$ cat config.mk
export PLATFORM = sky130hd
export DESIGN_NAME = pix_absdiff_pipe_flat
export DESIGN_NICKNAME = d
export VERILOG_FILES = /design/src/rtl/filt_pkg.sv /design/src/rtl/pix_absdiff_pipe_if.sv /design/src/rtl/sub_seg.sv /design/src/rtl/pix_absdiff_pipe.sv /design/src/flat_wrapper.sv
export SDC_FILE = /design/constraint.sdc
export NUM_CORES = 1
export LEC_CHECK = 0
export ABC_AREA = 1
export CAP_MARGIN = 20
export CORE_AREA = 4 4 77 79
export DETAILED_ROUTE_END_ITERATION = 6
export DIE_AREA = 0 0 81 83
export HOLD_SLACK_MARGIN = 0.03
export PLACE_DENSITY = 0.84
export SYNTH_ARGS = -nofsm -noshare
export SYNTH_HDL_FRONTEND = slang
export SYNTH_HIERARCHICAL = 1
export SYNTH_SLANG_ARGS = --single-unit
$ cat constraint.sdc
create_clock -name clk -period 2.13 [get_ports clk]
set_clock_uncertainty 0.2 [all_clocks]
set_input_delay 0.3195 -clock clk [delete_from_list [all_inputs] [get_ports clk]]
set_output_delay 0.3195 -clock clk [all_outputs]
set_load 0.02 [all_outputs]
$ cat src/rtl/filt_pkg.sv
// Shared definitions for the noise-filter datapath.
// PIX_W        : default pixel width.
// absdiff_lat  : register ranks from input sample to valid output of pix_absdiff_pipe,
//                used by upstream alignment logic and the testbench.
package filt_pkg;

    localparam int unsigned PIX_W = 8;

    function automatic int unsigned absdiff_lat(input int unsigned stages);
        return stages + 1;
    endfunction

endpackage

$ cat src/rtl/pix_absdiff_pipe_if.sv
// Handshake bundle for pix_absdiff_pipe.
// Input side : in_valid, in_ready, a, b, thresh.
// Output side: out_valid, out_ready, diff (DATA_W+1, two's complement a-b),
//              absdiff (|a-b|), edge_flag (absdiff > thresh).
// slave modport is the pipeline's view; master is the upstream/downstream view.
interface pix_absdiff_pipe_if
    import filt_pkg::*;
#(
    parameter int unsigned DATA_W = PIX_W
);
    logic              in_valid;
    logic              in_ready;
    logic [DATA_W-1:0] a;
    logic [DATA_W-1:0] b;
    logic [DATA_W-1:0] thresh;
    logic              out_valid;
    logic              out_ready;
    logic [DATA_W:0]   diff;
    logic [DATA_W-1:0] absdiff;
    logic              edge_flag;

    modport slave (
        input  in_valid, a, b, thresh, out_ready,
        output in_ready, out_valid, diff, absdiff, edge_flag
    );

    modport master (
        output in_valid, a, b, thresh, out_ready,
        input  in_ready, out_valid, diff, absdiff, edge_flag
    );

endinterface

$ cat src/rtl/sub_seg.sv
// One segment of the borrow chain: s = x + ~y + cin over SEG_W bits.
// x, y : operand slices; cin : carry in (1 = no borrow into this slice)
// s    : result slice;   cout: carry out (1 = no borrow out of this slice)
module sub_seg #(
    parameter int unsigned SEG_W = 4
) (
    input  logic [SEG_W-1:0] x,
    input  logic [SEG_W-1:0] y,
    input  logic             cin,
    output logic [SEG_W-1:0] s,
    output logic             cout
);
    // Controlled add/subtract cell; mode is permanently subtract.
    logic             sub_mode;
    logic [SEG_W-1:0] y_eff;
    logic [SEG_W:0]   sum;

    assign sub_mode = 1'b1;
    assign y_eff    = y ^ {SEG_W{sub_mode}};
    assign sum      = {1'b0, x} + {1'b0, y_eff} + {{SEG_W{1'b0}}, cin};
    assign s        = sum[SEG_W-1:0];
    assign cout     = sum[SEG_W];

endmodule

$ cat src/rtl/pix_absdiff_pipe.sv
// Pipelined pixel subtractor: diff = a - b, absdiff = |a - b|, edge_flag = absdiff > thresh.
// clk, rst_n : single clock, synchronous active-low reset.
// bus        : slave side of pix_absdiff_pipe_if (valid/ready in, valid/ready out).
// STAGES borrow-chain segments each register one slice plus carry; a final rank registers
// the outputs. Flow control is a global stall: everything holds while the output is
// valid and not accepted.
module pix_absdiff_pipe
    import filt_pkg::*;
#(
    parameter int unsigned DATA_W = PIX_W,
    parameter int unsigned STAGES = 2
) (
    input  logic              clk,
    input  logic              rst_n,
    pix_absdiff_pipe_if.slave bus
);
    localparam int unsigned SEG_W = DATA_W / STAGES;

    logic stall;
    logic advance;

    // Segment pipeline registers. Operands and thresh travel with the partial result so
    // each segment sees its operand slice in the same cycle as its carry-in.
    logic [STAGES-1:0] v_q, v_d;
    logic [STAGES-1:0] c_q, c_d;
    logic [DATA_W-1:0] a_q [STAGES];
    logic [DATA_W-1:0] a_d [STAGES];
    logic [DATA_W-1:0] b_q [STAGES];
    logic [DATA_W-1:0] b_d [STAGES];
    logic [DATA_W-1:0] t_q [STAGES];
    logic [DATA_W-1:0] t_d [STAGES];
    logic [DATA_W-1:0] s_q [STAGES];
    logic [DATA_W-1:0] s_d [STAGES];

    // Final rank.
    logic              out_valid_q, out_valid_d;
    logic [DATA_W:0]   diff_q, diff_d;
    logic [DATA_W-1:0] absdiff_q, absdiff_d;
    logic              edge_q, edge_d;

    // What each segment consumes this cycle.
    logic [DATA_W-1:0] src_a [STAGES];
    logic [DATA_W-1:0] src_b [STAGES];
    logic [DATA_W-1:0] src_t [STAGES];
    logic [DATA_W-1:0] src_s [STAGES];
    logic [STAGES-1:0] src_c;
    logic [STAGES-1:0] src_v;

    logic [STAGES-1:0][SEG_W-1:0] seg_x, seg_y, seg_s;
    logic [STAGES-1:0]            seg_ci, seg_co;

    logic [DATA_W-1:0] full_s;
    logic              neg;
    logic [DATA_W-1:0] mag;

    assign stall   = out_valid_q & ~bus.out_ready;
    assign advance = ~stall;

    always_comb begin
        src_a[0] = bus.a;
        src_b[0] = bus.b;
        src_t[0] = bus.thresh;
        src_s[0] = '0;
        src_c    = '0;
        src_v    = '0;
        src_c[0] = 1'b1;
        src_v[0] = bus.in_valid;
        for (int unsigned k = 1; k < STAGES; k++) begin
            src_a[k] = a_q[k-1];
            src_b[k] = b_q[k-1];
            src_t[k] = t_q[k-1];
            src_s[k] = s_q[k-1];
            src_c[k] = c_q[k-1];
            src_v[k] = v_q[k-1];
        end
    end

    always_comb begin
        seg_x  = '0;
        seg_y  = '0;
        seg_ci = '0;
        for (int unsigned k = 0; k < STAGES; k++) begin
            seg_x[k]  = src_a[k][k*SEG_W +: SEG_W];
            seg_y[k]  = src_b[k][k*SEG_W +: SEG_W];
            seg_ci[k] = src_c[k];
        end
    end

    for (genvar g = 0; g < STAGES; g++) begin : g_seg
        sub_seg #(
            .SEG_W (SEG_W)
        ) u_sub_seg (
            .x    (seg_x[g]),
            .y    (seg_y[g]),
            .cin  (seg_ci[g]),
            .s    (seg_s[g]),
            .cout (seg_co[g])
        );
    end

    // Completed difference leaving the last segment; carry out 1 means a >= b.
    assign full_s = s_q[STAGES-1];
    assign neg    = ~c_q[STAGES-1];
    assign mag    = neg ? (~full_s + DATA_W'(1)) : full_s;

    always_comb begin
        v_d         = v_q;
        c_d         = c_q;
        a_d         = a_q;
        b_d         = b_q;
        t_d         = t_q;
        s_d         = s_q;
        out_valid_d = out_valid_q;
        diff_d      = diff_q;
        absdiff_d   = absdiff_q;
        edge_d      = edge_q;
        if (advance) begin
            for (int unsigned k = 0; k < STAGES; k++) begin
                v_d[k]                     = src_v[k];
                c_d[k]                     = seg_co[k];
                a_d[k]                     = src_a[k];
                b_d[k]                     = src_b[k];
                t_d[k]                     = src_t[k];
                s_d[k]                     = src_s[k];
                s_d[k][k*SEG_W +: SEG_W]   = seg_s[k];
            end
            out_valid_d = v_q[STAGES-1];
            diff_d      = {neg, full_s};
            absdiff_d   = mag;
            edge_d      = mag > t_q[STAGES-1];
        end
    end

    // Valid bits and visible outputs are reset; the datapath registers are not.
    always_ff @(posedge clk) begin
        if (!rst_n) begin
            v_q         <= '0;
            out_valid_q <= 1'b0;
            diff_q      <= '0;
            absdiff_q   <= '0;
            edge_q      <= 1'b0;
        end else begin
            v_q         <= v_d;
            out_valid_q <= out_valid_d;
            diff_q      <= diff_d;
            absdiff_q   <= absdiff_d;
            edge_q      <= edge_d;
        end
    end

    always_ff @(posedge clk) begin
        c_q <= c_d;
        a_q <= a_d;
        b_q <= b_d;
        t_q <= t_d;
        s_q <= s_d;
    end

    assign bus.in_ready  = ~stall;
    assign bus.out_valid = out_valid_q;
    assign bus.diff      = diff_q;
    assign bus.absdiff   = absdiff_q;
    assign bus.edge_flag = edge_q;

endmodule
$ cat src/flat_wrapper.sv
// flat-port wrapper written by rule: the top's interface ports become plain ports
module pix_absdiff_pipe_flat import filt_pkg::*;
#(
    parameter int unsigned DATA_W = PIX_W,
    parameter int unsigned STAGES = 2
)
  (clk, rst_n, bus_in_valid, bus_a, bus_b, bus_thresh, bus_out_ready, bus_in_ready, bus_out_valid, bus_diff, bus_absdiff, bus_edge_flag);
  pix_absdiff_pipe_if #(.DATA_W(DATA_W)) bus_i ();
  input  logic clk;
  input  logic rst_n;
  input wire logic [$bits(bus_i.in_valid)-1:0] bus_in_valid;
  input wire logic [$bits(bus_i.a)-1:0] bus_a;
  input wire logic [$bits(bus_i.b)-1:0] bus_b;
  input wire logic [$bits(bus_i.thresh)-1:0] bus_thresh;
  input wire logic [$bits(bus_i.out_ready)-1:0] bus_out_ready;
  output wire logic [$bits(bus_i.in_ready)-1:0] bus_in_ready;
  output wire logic [$bits(bus_i.out_valid)-1:0] bus_out_valid;
  output wire logic [$bits(bus_i.diff)-1:0] bus_diff;
  output wire logic [$bits(bus_i.absdiff)-1:0] bus_absdiff;
  output wire logic [$bits(bus_i.edge_flag)-1:0] bus_edge_flag;
  assign bus_i.in_valid = bus_in_valid;
  assign bus_i.a = bus_a;
  assign bus_i.b = bus_b;
  assign bus_i.thresh = bus_thresh;
  assign bus_i.out_ready = bus_out_ready;
  assign bus_in_ready = bus_i.in_ready;
  assign bus_out_valid = bus_i.out_valid;
  assign bus_diff = bus_i.diff;
  assign bus_absdiff = bus_i.absdiff;
  assign bus_edge_flag = bus_i.edge_flag;
  pix_absdiff_pipe #(.DATA_W(DATA_W), .STAGES(STAGES)) u_core (.clk(clk), .rst_n(rst_n), .bus(bus_i));
endmodule
== Word level (Yosys, flattened, before mapping) ==
Cells that the tools add are included.
W data, S select, Z words.
Cells by class
  add/subtract/negate cells: 5
  multiply operators: 0
  div/mod/pow operators: 0
  order comparisons: 1
  equality and inequality tests: 0
  shift operators: 0
  multiplexer cells: 1
  bitwise logic cells: 7
  reductions and logical operators: 0
Operator list (number)
  $add A4 B4 Y5: 2
  $add A8 B1 Y8 const B: 1
  $gt A8 B8 Y1: 1
  $mux W8: 1
  $not A4 Y4: 2
  $not A8 Y8: 1
  $add A5 B1 Y5: 1
  $add A5 B1 Y5 const B: 1
  $not A1 Y1: 3
  $and A1 B1 Y1: 1
Word-level totals
  register bits: 67
  bits in latches: 0
  bits in writable memories: 0
  memory bits (read-only): 0
  bits of input ports: 28
  word-level logic and storage cells: 26
  memories: 0

== Depth between registers and ports, before layout ==
Gate-level depths: netlist of run 1.
  depth after elaboration: 4
  depth in mapped cells: 14
  gate-level depth less buffers: 14

== Cells and area by module ==
The synthesis of run 1 kept the hierarchy.
Modules (own cells, without submodules)
  pix_absdiff_pipe: instances 1, cells each 193, area each 2287.2 µm²
  sub_seg: instances 2, cells each 27, area each 175.2 µm²

== Worst setup path after synthesis of run 1 ==
OpenSTA, ideal clock, no wires.
  path type: flip-flop to flip-flop
  start point: register u_core.s_q (netlist bit u_core/full_s[0])
  end point: register u_core.edge_q, in the netlist u_core/bus.edge_flag
  arrival time: 1.610 ns
  setup slack: 0.201 ns
  cell stages (with the launch flop): 14
  buffers on the path: 0
  cells stage by stage: edfxtp_1 > inv_2 > ha_1 > nand3_2 > nand2_2 > nand2_1 > nand2_1 > nand2_2 > ha_1 > nand2_1 > nor2_1 > nand4_1 > nand2_1 > a21oi_1
Between the ends
  word-level cells in the longest chain between the ends: 4
RTL lines
  start, declared: line pix_absdiff_pipe.sv:32  | logic [DATA_W-1:0] s_q [STAGES];
  start signal, assigned: line pix_absdiff_pipe.sv:156  | s_q <= s_d;
  $not A8 Y8: line pix_absdiff_pipe.sv:104  | assign mag = neg ? (~full_s + DATA_W'(1)) : full_s;
  $add A8 B1 Y8: line pix_absdiff_pipe.sv:104
  $mux W8: line pix_absdiff_pipe.sv:104
  net u_core.mag[6]: line pix_absdiff_pipe.sv:54  | logic [DATA_W-1:0] mag;
  $gt A8 B8 Y1: line pix_absdiff_pipe.sv:130  | edge_d = mag > t_q[STAGES-1];
  end signal, assigned: line pix_absdiff_pipe.sv:147  | edge_q <= edge_d;
  end, declared: line pix_absdiff_pipe.sv:39  | logic edge_q, edge_d;
The timed path passes the listed nets, and every way through them passes these cells.
A chain may end at the register's enable or synchronous reset.

== Worst setup path after layout of run 1 ==
  start point: input bus_out_ready
  end point: output bus_in_ready
Between the ends
  word-level cells in the longest chain between the ends: 3
RTL lines
  start, declared: line flat_wrapper.sv:15  | input wire logic [$bits(bus_i.out_ready)-1:0] bus_out_ready;
  $not A1 Y1: line pix_absdiff_pipe.sv:56  | assign stall = out_valid_q & ~bus.out_ready;
  $and A1 B1 Y1: line pix_absdiff_pipe.sv:56
  $not A1 Y1
  end, declared: line flat_wrapper.sv:16  | output wire logic [$bits(bus_i.in_ready)-1:0] bus_in_ready;
No other way between the ends.

==> results.sh, run 1 <==
export IMPL_endpoint_kind="output pin"
export IMPL_ir_drop_v=0.000524
export IMPL_r2r_end="u_core/bus.edge_flag$_SDFFE_PN0N_"
export IMPL_path_cells="clkdlybuf4s50_1 -> nor2_2 -> inv_2 -> clkdlybuf4s50_1"
export IMPL_maxCapViolations=0
export IMPL_final_setup_viol_count=0
export IMPL_drt_total_wl_um=4730
export IMPL_first_iter_violations=108
export IMPL_syn_inst=247
export IMPL_power_density_nw_per_um2=944
export IMPL_path_clk_slew_ps=60
export IMPL_viasPerCell=4.84
export IMPL_wire_per_inst_um=12.4
export IMPL_drt_pre_antenna_iters=4
export IMPL_timing_final_crit_share=0.961
export IMPL_power_frac_clock=0.303
export IMPL_antenna_found_initial=0
export IMPL_synthArstFlopShare=0
export IMPL_critPathKind="in -> out"
export IMPL_drc=0
export IMPL_critPathRequiredTime_ps=1610
export IMPL_cp_arrival_ps=1530
export IMPL_period_needed_ps=2050
export IMPL_switching_share=0.285
export IMPL_synth_fp_nets=294
export IMPL_r2r_cells=12
export IMPL_yosysTopAreaCell="edfxtp_1"
export IMPL_io_pins=48
export IMPL_grt_pass1_wl_um=7580
export IMPL_drive_gt1_frac=0.149
export IMPL_switchingPower_w=0.000937
export IMPL_synth_edf_count=38
export IMPL_hold_class="reg -> reg"
export IMPL_io_buffers=47
export IMPL_status="complete, no violations"
export IMPL_die_w_um=81
export IMPL_relSlewSlack=0.622
export IMPL_htree_levels=3
export IMPL_synthTopCellsByArea="edfxtp_1, dfxtp_1, ha_1"
export IMPL_grt_max_degree=42
export IMPL_coreArea_sq_um=5340
export IMPL_hpwlAfterDp_um=3330
export IMPL_cp_common_cell="clkdlybuf4s50_1"
export IMPL_grt_pass1_vias=1750
export IMPL_crit_path_max_fanout=2
export IMPL_power_leakage_nw=1.55
export IMPL_die_h_um=83
export IMPL_clock_sinks=58
export IMPL_reg2reg_setup_slack_ps=100
export IMPL_avgSynthCellArea_sq_um=10.7
export IMPL_yosysSeqAreaShare=0.584
export IMPL_pwr_share_comb=0.258
export IMPL_grt_usage=0.153
export IMPL_hold_viol=0
export IMPL_whs_endpoint="u_core/full_s[1]$_DFFE_PN_"
export IMPL_dpl_worst_slack_ps=-68.5
export IMPL_worstMarginPinSlew_ps=565
export IMPL_num_vias=1844
export IMPL_cts_tree="yes"
export IMPL_ys_types=28
export IMPL_r2r_start="u_core/full_s[1]$_DFFE_PN_"
export IMPL_die_area_sq_um=6720
export IMPL_numCtsBuffers=9
export IMPL_drv_slew=0
export IMPL_power_frac_seq=0.439
export IMPL_fin_cells=381
export IMPL_n_antenna_cell=0
export IMPL_min_from="u_core/s_q[9]$_DFFE_PN_"
export IMPL_cts_root_buf="clkbuf_8"
export IMPL_synth_flop_cell="edfxtp_1"
export IMPL_min_path_cells=0
export IMPL_max_stage_delay_ps=610
export IMPL_area_delta_synth_final_pct=32.2
export IMPL_setup_slack_ps=83.9
export IMPL_insertion_delay_ps=330
export IMPL_cts_hold_buffers=0
export IMPL_fin_nets=351
export IMPL_gp_congestion=0.857
export IMPL_syn_cell_area_sq_um=2640
export IMPL_gr_total_overflow=0
export IMPL_dp_cells=364
export IMPL_yosys_register_bits=58
export IMPL_row_count=27
export IMPL_cpMaxStageDelayCell="clkdlybuf4s50_1"
export IMPL_fmax_mhz=489
export IMPL_yosys_warnings=6
export IMPL_ant_nets=0
export IMPL_initial_core_util=0.494
export IMPL_intPower_w=0.00235
export IMPL_rsz0062_at_grt="true"
export IMPL_yosysTopAreaCellShare=0.433
export IMPL_cts_buffer_depth=2
export IMPL_start_kind="primary input"
-- flip-flops by register name (all words and copies together), names as in the netlist, 2 cells and up --
name and cells:
u_core/a_q 4, u_core/src_t 8, u_core/bus.diff 9, u_core/b_q 4, u_core/t_q 8, u_core/bus.absdiff 7
u_core/c_q 2, u_core/s_q 4, u_core/full_s 8, u_core/v_q 2
-- cell usage after synthesis (all sizes together), types with 2 or more instances --
library cell  instances
clkbuf                2
nand4                 2
nand2                31
o21ai                21
dfxtp                20
nand3                14
o21bai                7
buf                   5
nor2                 13
xor2                  5
fa                    4
a21oi                17
inv                  49
edfxtp               38
ha                   15
-- worst max-delay path by stage --
| stage | depth (start not counted) | from | to |
|---|---|---|---|
| 2_1_floorplan | 13 | u_core/full_s[0]$_DFFE_PN_ | u_core/bus.edge_flag$_SDFFE_PN0N_ |
| 3_5_place_dp | 5 | bus_a[0] | u_core/s_q[9]$_DFFE_PN_ |
| 5_1_grt | 13 | u_core/full_s[0]$_DFFE_PN_ | u_core/bus.edge_flag$_SDFFE_PN0N_ |
| 6_report | 4 | bus_out_ready | bus_in_ready |
| 4_1_cts | 13 | u_core/full_s[0]$_DFFE_PN_ | u_core/bus.edge_flag$_SDFFE_PN0N_ |
| 3_3_place_gp | 5 | bus_a[0] | u_core/s_q[9]$_DFFE_PN_ |
-- power groups by stage --
stage | sequential [W] | combinational (W) | clock [W]
floorplan | 0.00152 | 0.000407 | 0
global placement | 0.00146 | 0.000732 | 0
detailed placement | 0.00147 | 0.000767 | 0
CTS | 0.00144 | 0.000772 | 0.00103
global route | 0.00146 | 0.000948 | 0.00109
finish | 0.00145 | 0.000849 | 0.000996
-- per-stage QoR --
stage	instance area, sq um	total power (W)	utilization	hold slack, ps	TNS, ps
6_report	3490	0.00329	0.653	219	0
5_1_grt	3490	0.00350	0.653	224	-71.6
4_1_cts	3400	0.00324	0.638	220	0
3_5_place_dp	3210	0.00223	0.601	205	-99.8
3_3_place_gp	3210	0.00219	0.601	202	-47.4
2_1_floorplan	2640	0.00193	-	200	0
-- layer usage --
layer | vias up | global-route usage | wire length [um]
li1 | 923 | - | -
met1 | 845 | 0.169 | 1880
met2 | 58 | 0.243 | 2390
met3 | 18 | 0.0607 | 321
met4 | 0 | 0.0876 | 136
met5 | - | 0 | 0
-- timing repair --
action	CTS	global route
resized for setup	0	12
setup endpoints to repair	0	1
buffers inserted	0	1
hold endpoints to repair	0	0
-- final cells by class --
class                           count  area, sq um
Clock buffer                       13          159
Clock inverter                      3         38.8
Fill cell                         439         1850
Inverter                           49          184
Multi-Input combinational cell    133          942
Sequential cell                    58         1540
Tap cell                           72         90.1
Timing Repair Buffer               53          532
-- kinds of logic after synthesis --
kind of cell	after synthesis	synth area share
AO/OA/AOI/OAI	47	0.101
buffers and inverters	56	0.0854
other	1	0.00142
adder cells (fa/ha/maj)	19	0.102
AND/OR/NAND/NOR	61	0.104
XOR/XNOR	5	0.0223
flip-flops	58	0.584
-- worst max-delay path: cells and delay by family --
family | cells | cell delay [ps]
buf+inv | 3 | 1150
simple gates | 1 | 50
-- layout by cell type (no fill, tap or decap), types with 2 or more instances in the layout --
cell,count
nor2_1,11
clkdlybuf4s50_1,47
inv_2,7
ha_4,4
nand2_2,5
nand4_1,2
nand3_2,3
fa_1,4
nor2_2,2
dfxtp_1,20
a21oi_1,16
xor2_1,3
xor2_2,2
inv_1,42
o21ai_1,7
o21bai_1,5
o21bai_2,2
ha_1,11
edfxtp_1,38
clkbuf_8,11
buf_4,4
o21ai_0,14
nand2_1,25
nand3_1,11
clkbuf_1,2
Power figures use the tool's default switching activity.
==> run 2, diff against run 1 <==
--- a/config.mk
+++ b/config.mk
@@ -12,6 +12,7 @@
 export DIE_AREA = 0 0 81 83
 export HOLD_SLACK_MARGIN = 0.03
 export PLACE_DENSITY = 0.84
+export SKIP_CTS_REPAIR_TIMING = 1
 export SYNTH_ARGS = -nofsm -noshare
 export SYNTH_HDL_FRONTEND = slang
 export SYNTH_HIERARCHICAL = 1
==> constraint.sdc (replaced) <==
create_clock -name clk -period 2.13 [get_ports clk]
set_clock_uncertainty 0.2 [all_clocks]
set_input_delay 0.426 -clock clk [delete_from_list [all_inputs] [get_ports clk]]
set_output_delay 0.426 -clock clk [all_outputs]
set_load 0.02 [all_outputs]
==> results.sh, run 2 (synthesized netlist as in run 1, its figures left out) <==
export IMPL_ir_drop_v=0.000675
export IMPL_die_w_um=81
export IMPL_num_vias=1869
export IMPL_drc=0
export IMPL_path_buf_inv=1
export IMPL_cts_tree="yes"
export IMPL_coreArea_sq_um=5340
export IMPL_p_total_w=0.00349
export IMPL_cts_buffer_depth=2
export IMPL_rsz0062_at_grt="true"
export IMPL_fmax_mhz=491
export IMPL_regArea_sq_um=1540
export IMPL_io_buffers=47
export IMPL_wire_per_inst_um=12.3
export IMPL_max_stage_delay_ps=410
export IMPL_viasPerCell=4.85
export IMPL_cp_arrival_ps=2100
export IMPL_path_clk_slew_ps=60
export IMPL_multi_input_area_sq_um=960
export IMPL_final_setup_viol_count=0
export IMPL_drive_gt1_frac=0.176
export IMPL_gp_congestion=0.849
export IMPL_fin_util=0.670
export IMPL_insertion_delay_ps=330
export IMPL_timing_final_crit_share=0.956
export IMPL_antenna_found_initial=0
export IMPL_n_antenna_cell=0
export IMPL_hpwlAfterDp_um=3520
export IMPL_fin_nets=355
export IMPL_largest_register_ffs=9
export IMPL_grt_max_degree=42
export IMPL_power_leakage_nw=1.59
export IMPL_endpoint_kind="register"
export IMPL_hold_class="reg -> reg"
export IMPL_critPathKind="reg -> reg"
export IMPL_numCtsBuffers=9
export IMPL_status="complete, no violations"
export IMPL_die_h_um=83
export IMPL_grt_usage=0.151
export IMPL_htree_levels=3
export IMPL_fill_cells=450
export IMPL_critPathRequiredTime_ps=2190
export IMPL_initial_core_util=0.494
export IMPL_clock_sinks=58
export IMPL_crit_path_max_fanout=2
export IMPL_path_cells="buf_4 -> nor3_2 -> nand3_1 -> nand3_1 -> nand2_2 -> ha_4 -> nand2_2 -> nor2_1 -> nor2_1 -> nand2_1 -> nand2_1 -> a21oi_1"
export IMPL_start_kind="register"
export IMPL_grt_pass1_wl_um=7720
export IMPL_maxCapViolations=0
export IMPL_row_count=27
export IMPL_io_pins=48
export IMPL_grt_pass1_vias=1820
export IMPL_first_iter_violations=90
export IMPL_drt_pre_antenna_iters=4
export IMPL_area_delta_synth_final_pct=35.5
export IMPL_drv_slew=0
export IMPL_power_density_nw_per_um2=977
export IMPL_die_area_sq_um=6720
export IMPL_critPathTopFamily="simple AND/OR/NAND/NOR gates"
export IMPL_cts_root_buf="clkbuf_8"
export IMPL_gr_total_overflow=0
export IMPL_cpMaxStageDelayCell="edfxtp_1"
export IMPL_ant_nets=0
export IMPL_final_common_cell="clkdlybuf4s50_1"
export IMPL_timing_hold_ws_ps=217
export IMPL_drt_total_wl_um=4750
export IMPL_period_needed_ps=2040
export IMPL_final_cell_mix="clkdlybuf4s50_1, inv_1, edfxtp_1"
export IMPL_hold_viol=0
[run 2: path summary, 6_finish.rpt]
kind                                   start                                end  slack (ps)  depth (start not counted)
setup / recovery  u_core/full_s[1]$_DFFE_PN_  u_core/bus.edge_flag$_SDFFE_PN0N_          90                         12
hold / removal       u_core/s_q[8]$_DFFE_PN_         u_core/full_s[0]$_DFFE_PN_         220                          0
setup reg to reg  u_core/full_s[1]$_DFFE_PN_  u_core/bus.edge_flag$_SDFFE_PN0N_          90                         12
hold reg to reg      u_core/s_q[8]$_DFFE_PN_         u_core/full_s[0]$_DFFE_PN_         220                          0
[run 2: final cells by class]
class,instances,share of cell area
well taps,72,0.0252
repair buffers,57,0.159
multi-input cells,133,0.268
flip-flops and latches,58,0.431
inverters,49,0.0515
clock buffers,9,0.0347
clock inverters,7,0.0301
[run 2: power breakdown]
part           switching [W]  internal, W
Combinational       0.000471     0.000410
Sequential         0.0000806      0.00137
Clock               0.000401     0.000764
[run 2: routing by layer]
metal | wire length [um] | up-vias | global-route usage
met1 | 1840 | 869 | 0.165
li1 | - | 934 | -
met5 | 0 | - | 0
met3 | 301 | 10 | 0.0607
met4 | 82 | 0 | 0.0630
met2 | 2520 | 56 | 0.255
[run 2: through the flow]
step	setup TNS (ps)	cells	cell area (sq um)	worst slack [ps]
after floorplan	0	247	2640	201
after global placement	-422	366	3220	-158
after detailed placement	-576	366	3220	-205
after CTS	-136	382	3450	-136
after global routing	-32.6	385	3570	-32.6
final	0	385	3570	92.7
==> run 3, diff against run 2 <==
--- a/config.mk
+++ b/config.mk
@@ -8,6 +8,7 @@
 export ABC_AREA = 1
 export CAP_MARGIN = 20
 export CORE_AREA = 4 4 77 79
+export CTS_BUF_LIST = sky130_fd_sc_hd__clkbuf_16
 export DETAILED_ROUTE_END_ITERATION = 6
 export DIE_AREA = 0 0 81 83
 export HOLD_SLACK_MARGIN = 0.03
==> constraint.sdc (replaced) <==
create_clock -name clk -period 1.97 [get_ports clk]
set_clock_uncertainty 0.2 [all_clocks]
set_input_delay 0.394 -clock clk [delete_from_list [all_inputs] [get_ports clk]]
set_output_delay 0.394 -clock clk [all_outputs]
set_load 0.02 [all_outputs]
==> results.sh, run 3 (synthesized netlist as in run 1, its figures left out) <==
export IMPL_final_cell_mix="clkdlybuf4s50_1, inv_1, edfxtp_1"
export IMPL_hold_viol=0
export IMPL_power_density_nw_per_um2=1070
export IMPL_gp_congestion=0.890
export IMPL_power_leakage_nw=1.62
export IMPL_critPathKind="reg -> reg"
export IMPL_grt_pass1_vias=1847
export IMPL_stdcell_area_sq_um=3580
export IMPL_first_iter_violations=155
export IMPL_place_area_sq_um=3270
export IMPL_cts_root_buf="clkbuf_16"
export IMPL_grt_usage=0.161
export IMPL_path_clk_slew_ps=50
export IMPL_die_h_um=83
export IMPL_drt_total_wl_um=5080
export IMPL_hold_class="reg -> reg"
export IMPL_cts_tree="yes"
export IMPL_drv_slew=0
export IMPL_n_antenna_cell=0
export IMPL_numCtsBuffers=9
export IMPL_hpwlAfterDp_um=3590
export IMPL_start_kind="register"
export IMPL_dpl_worst_slack_ps=-308
export IMPL_final_setup_viol_count=1
export IMPL_htree_levels=3
export IMPL_period_needed_ps=2090
export IMPL_intPower_w=0.00275
export IMPL_pwr_share_comb=0.254
export IMPL_power_frac_seq=0.409
export IMPL_drive_gt1_frac=0.177
export IMPL_startpoint="u_core/full_s[4]$_DFFE_PN_"
export IMPL_wire_per_inst_um=13.1
export IMPL_drc=0
export IMPL_fin_util=0.670
export IMPL_maxCapViolations=0
export IMPL_fmax_mhz=478
export IMPL_fin_nets=358
export IMPL_clock_sinks=58
export IMPL_power_frac_clock=0.336
export IMPL_grt_max_degree=44
export IMPL_row_count=27
export IMPL_fill_cells=423
export IMPL_switchingPower_w=0.00108
export IMPL_final_common_cell="clkdlybuf4s50_1"
export IMPL_coreArea_sq_um=5340
export IMPL_antenna_found_initial=0
export IMPL_area_delta_synth_final_pct=35.7
export IMPL_io_buffers=47
export IMPL_cp_arrival_ps=2080
export IMPL_io_pins=48
export IMPL_cts_buffer_depth=2
export IMPL_timing_hold_ws_ps=214
export IMPL_switching_share=0.282
export IMPL_violations="negative setup slack"
export IMPL_die_area_sq_um=6720
export IMPL_min_from="u_core/src_t[7]$_DFFE_PN_"
export IMPL_gr_total_overflow=0
export IMPL_endpoint_kind="register"
export IMPL_crit_path_max_fanout=2
export IMPL_die_w_um=81
export IMPL_critPathRequiredTime_ps=1960
export IMPL_drt_pre_antenna_iters=5
export IMPL_viasPerCell=4.87
export IMPL_grt_pass1_wl_um=8150
export IMPL_num_vias=1890
export IMPL_setup_slack_ps=-124
export IMPL_ant_nets=0
export IMPL_rsz0062_at_grt="true"
export IMPL_timing_final_crit_share=1.06
export IMPL_r2r_start="u_core/full_s[4]$_DFFE_PN_"
export IMPL_largest_register_ffs=9
export IMPL_insertion_delay_ps=310
export IMPL_ir_drop_v=0.000557
export IMPL_status="finished, violations left"
export IMPL_initial_core_util=0.494
## run 3: per-stage QoR
step | instances | setup TNS, ps | total power [W]
2_1_floorplan | 247 | 0 | 0.00209
3_3_place_gp | 372 | -1030 | 0.00242
3_5_place_dp | 372 | -1530 | 0.00248
4_1_cts | 388 | -377 | 0.00380
5_1_grt | 388 | -275 | 0.00405
6_report | 388 | -124 | 0.00383
## run 3: final cells by class
type | instances | area, sq um | share of cell area
tap | 72 | 90.1 | 0.0252
clock inverter | 7 | 28.8 | 0.00804
timing repair buffer | 60 | 583 | 0.163
clock buffer | 9 | 225 | 0.0629
inverter | 49 | 184 | 0.0514
sequential | 58 | 1540 | 0.431
multi-input combinational | 133 | 926 | 0.259
## run 3: power by group through the flow
| stage | Clock, W | Combinational (W) | Sequential, W |
|---|---|---|---|
| after CTS | 0.00132 | 0.000912 | 0.00156 |
| final | 0.00129 | 0.000974 | 0.00157 |
| after floorplan | 0 | 0.000440 | 0.00165 |
| after global routing | 0.00138 | 0.00108 | 0.00158 |
| after detailed placement | 0 | 0.000901 | 0.00158 |
| after global placement | 0 | 0.000844 | 0.00158 |
## run 3: worst paths after layout
kind	end	slack, ps	cells past startpoint
worst max-delay path	u_core/bus.edge_flag$_SDFFE_PN0N_	-120	11
worst min-delay path	u_core/t_q[7]$_DFFE_PN_	210	0
worst max register to register	u_core/bus.edge_flag$_SDFFE_PN0N_	-120	11
worst min register to register	u_core/t_q[7]$_DFFE_PN_	210	0
## run 3: critical path: stages (launching register included)
cell,delay (ps)
edfxtp_1,420
nor2_2,180
nand4_1,130
nand2_1,140
nand3_2,100
nand2_2,120
ha_4,220
a21o_1,150
nor2_1,110
nand2_1,60
nand2_1,70
a21oi_1,70
## run 3: per-layer routing
metal / vias up / wire length [um] / track usage
li1: 939 / - / -
met1: 856 / 1830 / 0.180
met2: 82 / 2740 / 0.272
met3: 13 / 395 / 0.0586
met4: 0 / 112 / 0.0676
met5: - / 0 / 0
